<file path="src/rtl/trigger_wheel_pkg.sv">
// trigger_wheel_pkg: shared FSM state type and default wheel geometry for trigger_wheel_gen.
package trigger_wheel_pkg;
   typedef enum logic [1:0] {IDLE, HIGH, LOW, GAP} state_t;
   localparam int TEETH_DEF      = 60;
   localparam int MISSING_DEF    = 2;
   localparam int MIN_PERIOD_DEF = 256;
endpackage

</file>
<file path="src/rtl/trigger_wheel_gen_phase_timer.sv">
// phase_timer: loadable down-counter; o_done is high while the count is zero.
//   clk     - clock, rising edge
//   rst     - asynchronous active-low reset, clears the count
//   i_load  - load i_val this cycle (takes priority over counting)
//   i_val   - phase length minus one
//   o_done  - count has reached zero
module phase_timer #(
   parameter int W = 25
) (
   input  logic         clk,
   input  logic         rst,
   input  logic         i_load,
   input  logic [W-1:0] i_val,
   output logic         o_done
);
   logic [W-1:0] r_cnt;
   always_ff @(posedge clk or negedge rst)
      if (!rst)
         r_cnt <= '0;
      else if (i_load)
         r_cnt <= i_val;
      else if (r_cnt != '0)
         r_cnt <= r_cnt - W'(1);
   assign o_done = (r_cnt == '0);
endmodule

</file>
<file path="src/rtl/trigger_wheel_gen.sv">
// trigger_wheel_gen: crank/cam trigger wheel generator (TEETH-MISSING style wheel).
//   clk, rst        - clock (rising edge) and asynchronous active-low reset
//   ena             - run enable; dropping it finishes the current LOW or GAP then idles
//   period          - full tooth period in clk cycles, clamped to MIN_PERIOD
//   cam_tooth       - tooth index carrying the cam pulse (even revolutions only)
//   cap             - crank tooth signal, falling edge is the tooth event
//   cam             - cam signal, once per two revolutions
//   tooth_idx, rev  - current tooth index and revolution parity
//   sync            - one-cycle strobe on the tooth-0 falling edge
//   running         - FSM is not IDLE
module trigger_wheel_gen
   import trigger_wheel_pkg::*;
#(
   parameter int TEETH      = TEETH_DEF,
   parameter int MISSING    = MISSING_DEF,
   parameter int PW         = 24,
   parameter int MIN_PERIOD = MIN_PERIOD_DEF
) (
   input  logic          clk,
   input  logic          rst,
   input  logic          ena,
   input  logic [PW-1:0] period,
   input  logic [5:0]    cam_tooth,
   output logic          cap,
   output logic          cam,
   output logic [5:0]    tooth_idx,
   output logic          rev,
   output logic          sync,
   output logic          running
);
   // One extra bit so MISSING*P fits for MISSING <= 2
   localparam int TW = PW + 1;
   localparam logic [5:0]    LAST = 6'(TEETH - MISSING - 1);
   localparam logic [PW-1:0] PMIN = PW'(MIN_PERIOD);

   state_t          r_state, w_ns;
   logic [5:0]      r_idx, w_idx;
   logic [PW-1:0]   r_p, w_pn;
   logic [TW-1:0]   w_half, w_low, w_gap, w_ld_val;
   logic            r_rev, w_rev, r_cap, w_cap, r_cam, w_cam, r_sync, w_sync, r_run, w_run;
   logic            w_samp, w_ld, w_done;

   assign w_pn   = (period < PMIN) ? PMIN : period;
   // HIGH and GAP use the freshly sampled period; LOW uses the one latched at HIGH entry
   assign w_half = {1'b0, w_pn >> 1} - TW'(1);
   assign w_low  = {1'b0, r_p - (r_p >> 1)} - TW'(1);
   assign w_gap  = TW'(MISSING) * {1'b0, w_pn} - TW'(1);

   phase_timer #(.W(TW)) u_timer (
      .clk    (clk),
      .rst    (rst),
      .i_load (w_ld),
      .i_val  (w_ld_val),
      .o_done (w_done)
   );

   always_ff @(posedge clk or negedge rst)
      if (!rst) begin
         r_state <= IDLE;
         r_idx   <= '0;
         r_rev   <= 1'b0;
         r_p     <= PMIN;
         r_cap   <= 1'b0;
         r_cam   <= 1'b0;
         r_sync  <= 1'b0;
         r_run   <= 1'b0;
      end else begin
         r_state <= w_ns;
         r_idx   <= w_idx;
         r_rev   <= w_rev;
         if (w_samp)
            r_p <= w_pn;
         r_cap   <= w_cap;
         r_cam   <= w_cam;
         r_sync  <= w_sync;
         r_run   <= w_run;
      end

   always_comb begin
      w_ns     = r_state;
      w_idx    = r_idx;
      w_rev    = r_rev;
      w_ld     = 1'b0;
      w_ld_val = w_half;
      w_samp   = 1'b0;
      case (r_state)
         IDLE:
            if (ena) begin
               w_ns   = HIGH;
               w_idx  = '0;
               w_rev  = 1'b0;
               w_ld   = 1'b1;
               w_samp = 1'b1;
            end
         HIGH:
            if (w_done) begin
               w_ns     = LOW;
               w_ld     = 1'b1;
               w_ld_val = w_low;
            end
         LOW:
            if (w_done) begin
               if (!ena)
                  w_ns = IDLE;
               else if (r_idx == LAST) begin
                  w_ns     = GAP;
                  w_ld     = 1'b1;
                  w_ld_val = w_gap;
                  w_samp   = 1'b1;
               end else begin
                  w_ns   = HIGH;
                  w_idx  = r_idx + 6'd1;
                  w_ld   = 1'b1;
                  w_samp = 1'b1;
               end
            end
         default:
            if (w_done) begin
               if (!ena)
                  w_ns = IDLE;
               else begin
                  w_ns   = HIGH;
                  w_idx  = '0;
                  w_rev  = ~r_rev;
                  w_ld   = 1'b1;
                  w_samp = 1'b1;
               end
            end
      endcase
   end

   // Outputs are computed from the next state so the registers line up with the state
   always_comb begin
      w_cap  = (w_ns == HIGH);
      w_cam  = (w_ns == HIGH || w_ns == LOW) && (w_idx == cam_tooth) && !w_rev;
      w_sync = (r_state == HIGH) && (w_ns == LOW) && (r_idx == '0);
      w_run  = (w_ns != IDLE);
   end

   assign cap       = r_cap;
   assign cam       = r_cam;
   assign tooth_idx = r_idx;
   assign rev       = r_rev;
   assign sync      = r_sync;
   assign running   = r_run;
endmodule
</file>
<file path="config.mk">
export PLATFORM = sky130hd
export DESIGN_NAME = trigger_wheel_gen
export DESIGN_NICKNAME = d
export VERILOG_FILES = /design/src/rtl/trigger_wheel_pkg.sv /design/src/rtl/trigger_wheel_gen_phase_timer.sv /design/src/rtl/trigger_wheel_gen.sv
export SDC_FILE = /design/constraint.sdc
export NUM_CORES = 1
export LEC_CHECK = 0
export BUFFER_PORTS_ARGS = -buffer_cell sky130_fd_sc_hd__buf_4
export CORE_ASPECT_RATIO = 1.4
export CORE_MARGIN = 2
export CORE_UTILIZATION = 25
export CTS_BUF_LIST = sky130_fd_sc_hd__clkbuf_4 sky130_fd_sc_hd__clkbuf_8
export CTS_CLUSTER_DIAMETER = 60
export CTS_CLUSTER_SIZE = 14
export DETAILED_ROUTE_END_ITERATION = 16
export PLACE_DENSITY = 0.41
export SYNTH_ARGS = -nofsm -noshare
export SYNTH_HDL_FRONTEND = slang
export SYNTH_SLANG_ARGS = --single-unit
</file>
<file path="constraint.sdc">
create_clock -name clk -period 4.3 [get_ports clk]
set_input_delay 0.86 -clock clk [delete_from_list [all_inputs] [get_ports clk]]
set_output_delay 0.86 -clock clk [all_outputs]
set_load 0.01 [all_outputs]
</file>
==> After elaboration in Yosys (flattened, before gate mapping) <==
Cells that the tools add are included.
{ "word_totals": {"output_inout_bits": 11, "latch_bits": 0, "mem_count": 0, "ramBits": 0, "rom_bits": 0, "register_bits": 62, "elab_cells": 67, "in_bits": 33} }
{ "classes": {"addsub": 6, "n_mul": 0, "div": 0, "magnitude_cmp": 1, "mux": 31, "shifts": 0, "n_reduce_logical": 13, "eq_ne": 6, "n_bitwise": 1} }
{ "ops": {"columns": ["cell", "count"], "rows": [
  ["two-way mux 25 bit", 6],
  ["case mux 25 bit (2 select lines)", 1],
  ["subtractor 25 x 1 -> 25 bit (second input constant)", 2],
  ["two-way mux 6 bit", 5],
  ["zero test 25 bit", 1],
  ["nonzero test 25 bit", 1],
  ["subtractor 24 x 1 -> 25 bit (second input constant)", 1],
  ["less-than comparator 24 x 9 -> 1 bit (second input constant)", 1],
  ["two-way mux 24 bit", 1],
  ["subtractor 23 x 1 -> 24 bit (second input constant)", 1],
  ["subtractor 24 x 23 -> 24 bit", 1],
  ["case mux 6 bit (3 select lines)", 1],
  ["two-way mux 2 bit", 6],
  ["two-way mux 1 bit", 7],
  ["adder 6 x 1 -> 6 bit (second input constant)", 1],
  ["== test 6 bit", 1],
  ["== test 6 bit (second input constant)", 1],
  ["zero test 6 bit", 1],
  ["case mux 1 bit (2 select lines)", 3],
  ["case mux 2 bit (3 select lines)", 1],
  ["== test 2 x 1 -> 1 bit (second input constant)", 2],
  ["== test 2 bit (second input constant)", 2],
  ["logical AND 1 bit", 4],
  ["nonzero test 2 bit", 2],
  ["other kinds (5)", 5]
]} }

==> Longest topological paths before layout <==
{ "logic_depth": {"word_depth": 9, "ltp_mapped": 16, "mapped_depth_nobuf": 15} }

==> Hierarchy <==
Synthesis repeated with hierarchy kept, for this count alone.
{ "unflattened": {"cells_unflattened": 874, "hier_area_um2": 6734.0} }
{ "by_module_without_submodules": {"columns": ["module", "seq_area_each_um2", "area_each_um2", "instances", "cells_each"], "rows": [
  ["trigger_wheel_gen", 927.1, 5203.7, 1, 714],
  ["phase_timer", 625.6, 1530.2, 1, 160]
]} }

==> Worst setup path after synthesis <==
Ideal clock, no wire load.
{ "synth_timing": {"path_kind": "input-to-reg", "start": "in period[16]", "end": "reg u_timer.r_cnt[12]", "setup_ns": 0.142, "path_stages": 16, "required_time_ns": 4.158, "n_path_buf": 3, "slack_ns": 0.369, "arrival_ns": 3.790, "path_cell_list": "clkbuf_1 -> nor4_1 -> nand2_1 -> or3_1 -> clkbuf_1 -> clkbuf_1 -> nand2_1 -> ha_1 -> nand3_1 -> nor3_1 -> nand2_1 -> nor2_1 -> xnor2_1 -> o22ai_1 -> a211oi_1 -> a211oi_1"} }
{ "synth_between": {"elab_chain_len": 8, "word_cells_on_any_way": 10, "cone_classes": "add/sub (2); order compare (1); mux (7)"} }
{ "synth_rtl": {"columns": ["item", "line_no", "source"], "rows": [
  ["start: declaration", "trigger_wheel_gen.sv:22", "input logic [PW-1:0] period,"],
  ["less-than comparator 24 x 9 -> 1 bit *", "trigger_wheel_gen.sv:43", "assign w_pn = (period < PMIN) ? PMIN : period;"],
  ["two-way mux 24 bit *", "trigger_wheel_gen.sv:43", null],
  ["subtractor 25 x 1 -> 25 bit or subtractor 23 x 1 -> 24 bit (tied branches)", "trigger_wheel_gen.sv:47, trigger_wheel_gen.sv:45", null],
  ["two-way mux 25 bit", "trigger_wheel_gen.sv:105", "else if (r_idx == LAST) begin"],
  ["two-way mux 25 bit", "trigger_wheel_gen.sv:103", "if (!ena)"],
  ["two-way mux 25 bit", "trigger_wheel_gen.sv:102", "if (w_done) begin"],
  ["case mux 25 bit (2 select lines) *", "trigger_wheel_gen.sv:86", "case (r_state)"],
  ["two-way mux 25 bit *", "trigger_wheel_gen_phase_timer.sv:20", "else if (i_load)"],
  ["end signal: assignment", "trigger_wheel_gen_phase_timer.sv:21", "r_cnt <= i_val;"],
  ["end signal: assignment", "trigger_wheel_gen_phase_timer.sv:23", "r_cnt <= r_cnt - W'(1);"],
  ["end: declaration", "trigger_wheel_gen_phase_timer.sv:16", "logic [W-1:0] r_cnt;"]
]} }
Every way passes the cells marked *; elsewhere a longest branch is shown, timed or not.
A chain may end at the register's enable or synchronous reset.

==> Worst setup path after layout <==
{ "layout_timing": {"start": "reg r_p[1]", "end": "reg u_timer.r_cnt[24]"} }
{ "layout_between": {"elab_chain_len": 5} }
{ "layout_rtl": {"columns": ["item", "line_no", "source"], "rows": [
  ["start: declaration", "trigger_wheel_gen.sv:38", "logic [PW-1:0] r_p, w_pn;"],
  ["start signal: assignment", "trigger_wheel_gen.sv:72", "r_p <= w_pn;"],
  ["subtractor 24 x 23 -> 24 bit", "trigger_wheel_gen.sv:46", "assign w_low = {1'b0, r_p - (r_p >> 1)} - TW'(1);"],
  ["subtractor 24 x 1 -> 25 bit", "trigger_wheel_gen.sv:46", null],
  ["two-way mux 25 bit", "trigger_wheel_gen.sv:96", "if (w_done) begin"],
  ["case mux 25 bit (2 select lines)", "trigger_wheel_gen.sv:86", null],
  ["two-way mux 25 bit", "trigger_wheel_gen_phase_timer.sv:20", null]
]} }
No other way between the ends.

==> results_dict.tcl <==
set metrics [dict create \
    startpoint_type "flop" \
    antenna_cells 0 \
    ys_types 76 \
    powerDensity_nw_per_um2 797.3 \
    r2r_start "r_p[1]" \
    grt_usage_pct 17.22 \
    ir_worst_vdd_mv 0.2564 \
    dp_hpwl_mm 18.07 \
    avgSynthCellArea_um2 7.681 \
    start_util_pct 25.41 \
    port_buffers 43 \
    area_growth_syn_to_layout_pct 16.29 \
    status "finished, final reports clean" \
    fp.dieH_um 193.7 \
    max_freq_mhz 249.8 \
    synth_edf_count 0 \
    final_common_cell "nand2_1" \
    cts_root_buf "clkbuf_8" \
    placed_area_um2 7277 \
    fin_cells 1213 \
    die_area_um2 27030 \
    final_cell_mix "nand2_1 (93), nor2_1 (80), buf_4 (74), dfrtp_1 (61), a21oi_1 (60)" \
    yosysWarningCount 0 \
    maxSlewHeadroom_pct 40.58 \
    antenna_found_initial 0 \
    hold_buffers 0 \
    hold_violations 0 \
    cts.sinks 62 \
    syn_nets 910 \
    p_leak_nw 3.017 \
    final.period_utilization_pct 93.09 \
    yosysSeqAreaShare_pct 24.15 \
    grt_pass1_vias 6493 \
    tritoncts "yes" \
    ys_async_sr_fraction_pct 100.0 \
    regToRegSetupSlack_ps 300 \
    fill_cells 2779 \
    dr.pass1.iters 7 \
    crit_path_start "r_p[1]" \
    io_pins 44 \
    clk_latency_ps 390 \
    cts_buffer_depth 2 \
    h-tree-depth 3 \
    skew_ps 17.31 \
    endpoint_kind "flop" \
    dp.cells 1197 \
    place_congestion 0.8879 \
    die_x_um 139.5 \
    ys_seq_elements 62 \
    cts_buffers 9 \
    rsz0062_at_grt "no" \
    nets 962 \
    post_cts_resized 0 \
    vias 6243 \
    hold_class "reg2reg" \
    grt-ovfl-total 0 \
    fp-row-count 69 \
    r2r_end "u_timer.r_cnt[24]" \
    drive_above_1_share_pct 14.09 \
    synth_flop_cell "dfrtp_1" \
    syn_area_um2 6429 \
    critical_path.max_fanout 6 \
    critPathCapture "u_timer.r_cnt[24]" \
    drt_iter0_drc 297 \
    design_area_um2 7476 \
    grt_start_max_net_pins 63 \
    final_max_slew_viol_count 0 \
    cp.required_ps 4570 \
    totalWireLength_mm 22.70 \
    drv_cap 0 \
    rr_worst_depth 11 \
    postCtsSetupBuffers 0 \
    clk_pin_slew_ps 80 \
    setup-tns-final_ps 0 \
    worstPathArrival_ps 4280 \
    grt_pass1_wl_mm 36.54 \
    setup_viol 0 \
    core_um2 25300 \
    multiInputGateArea_um2 4588 \
    wire_per_inst_um 18.71 \
    vias_per_cell 5.147 \
    drc 0 \
    period_minus_slack_ps 4003 \
    regArea_um2 1553 \
    tightest_slew_ps 891.3 \
    crit_type "reg2reg" \
    synthCells 837 \
    ant_nets 0 \
]
layer usage:
layer	global-route usage, %	up-vias	share of wire (%)
met3	2.247	28	2.4
met2	32.66	109	54
met1	19.51	2984	41
li1	-	3122	-
met4	6.023	0	2.5
met5	0	-	0
cell usage after synthesis (8+ instances only):
cell type / n / area [um^2]
nor4_1: 15 / 93.84
clkbuf_1: 29 / 108.9
a21o_1: 9 / 67.56
o31ai_1: 8 / 60.06
nor3_1: 26 / 130.1
a211oi_1: 17 / 127.6
o21ai_0: 52 / 260.3
o211ai_1: 9 / 67.56
ha_1: 39 / 488.0
mux2_2: 15 / 168.9
or3_1: 11 / 68.82
o22ai_1: 15 / 93.84
nand2_1: 93 / 349.1
nand2b_1: 8 / 50.05
xnor2_1: 53 / 464.2
dfrtp_1: 61 / 1526
or4_1: 8 / 60.06
nand3_1: 22 / 110.1
inv_1: 42 / 157.7
nor2_1: 80 / 300.3
xor2_1: 44 / 385.4
a21oi_1: 61 / 305.3
how the worst min path moves through the flow:
stage                         end     from  cells after the start  slack, ps
final                      r_p[0]   r_p[0]                      2        490
after global routing      r_p[23]  r_p[23]                      1        530
after CTS                  r_p[8]   r_p[8]                      2        500
after detailed placement   r_p[0]   r_p[0]                      2        480
after global placement     r_p[0]   r_p[0]                      2        480
after floorplan            r_p[0]   r_p[0]                      2        450
sequential cells by signal, indices dropped and copies added (netlist names):
name	count
rev	1
r_state	2
cam	1
tooth_idx	6
cap	1
r_p	24
sync	1
running	1
u_timer.r_cnt	25
power by group:
| group | switching [mW] | internal (mW) |
|---|---|---|
| Sequential | 0.220 | 0.826 |
| Combinational | 2.57 | 1.78 |
| Clock | 0.288 | 0.282 |
cell families (layout without fill, tap and decap cells):
logic type | Yosys count | count (layout) | share of synthesized area [%]
XOR/XNOR | 97 | 97 | 13.22
flip-flops | 62 | 62 | 24.15
multiplexers | 18 | 18 | 3.095
buffers and inverters | 77 | 134 | 4.690
AO/OA/AOI/OAI | 237 | 237 | 24.04
adder cells (fa/ha/maj) | 40 | 40 | 7.902
AND/OR/NAND/NOR | 306 | 306 | 22.91
cell type report:
class	count	share of cell area, %
Timing Repair Buffer	75	7.699
Sequential cell	62	20.77
Inverter	43	2.159
Multi-Input combinational cell	698	61.37
Clock inverter	6	0.8201
Tap cell	319	5.339
Clock buffer	10	1.841
critical path, cell delays in order (launching register included):
cell and delay (ps):
dfrtp_1 430, ha_1 200, inv_1 50, fa_1 420, a211oi_1 470, o21ai_1 140, a2111o_1 380, a211oi_4 330
nand3_2 140, or4b_1 660, or3_4 400, o41ai_2 270
per-stage QoR:
| stage | hold slack [ps] | utilization (%) | power (mW) | setup slack (ps) |
|---|---|---|---|---|
| floorplan | 449.8 | - | 4.218 | 368.7 |
| global placement | 483.0 | 28.77 | 5.424 | 366.0 |
| detailed placement | 483.3 | 28.77 | 5.403 | 327.8 |
| CTS | 502.6 | 29.55 | 6.015 | 285.0 |
| global route | 527.1 | 29.55 | 6.590 | 70.71 |
| finish | 494.8 | 29.55 | 5.961 | 296.9 |
Note: power is estimated with default switching activity, not from simulation.
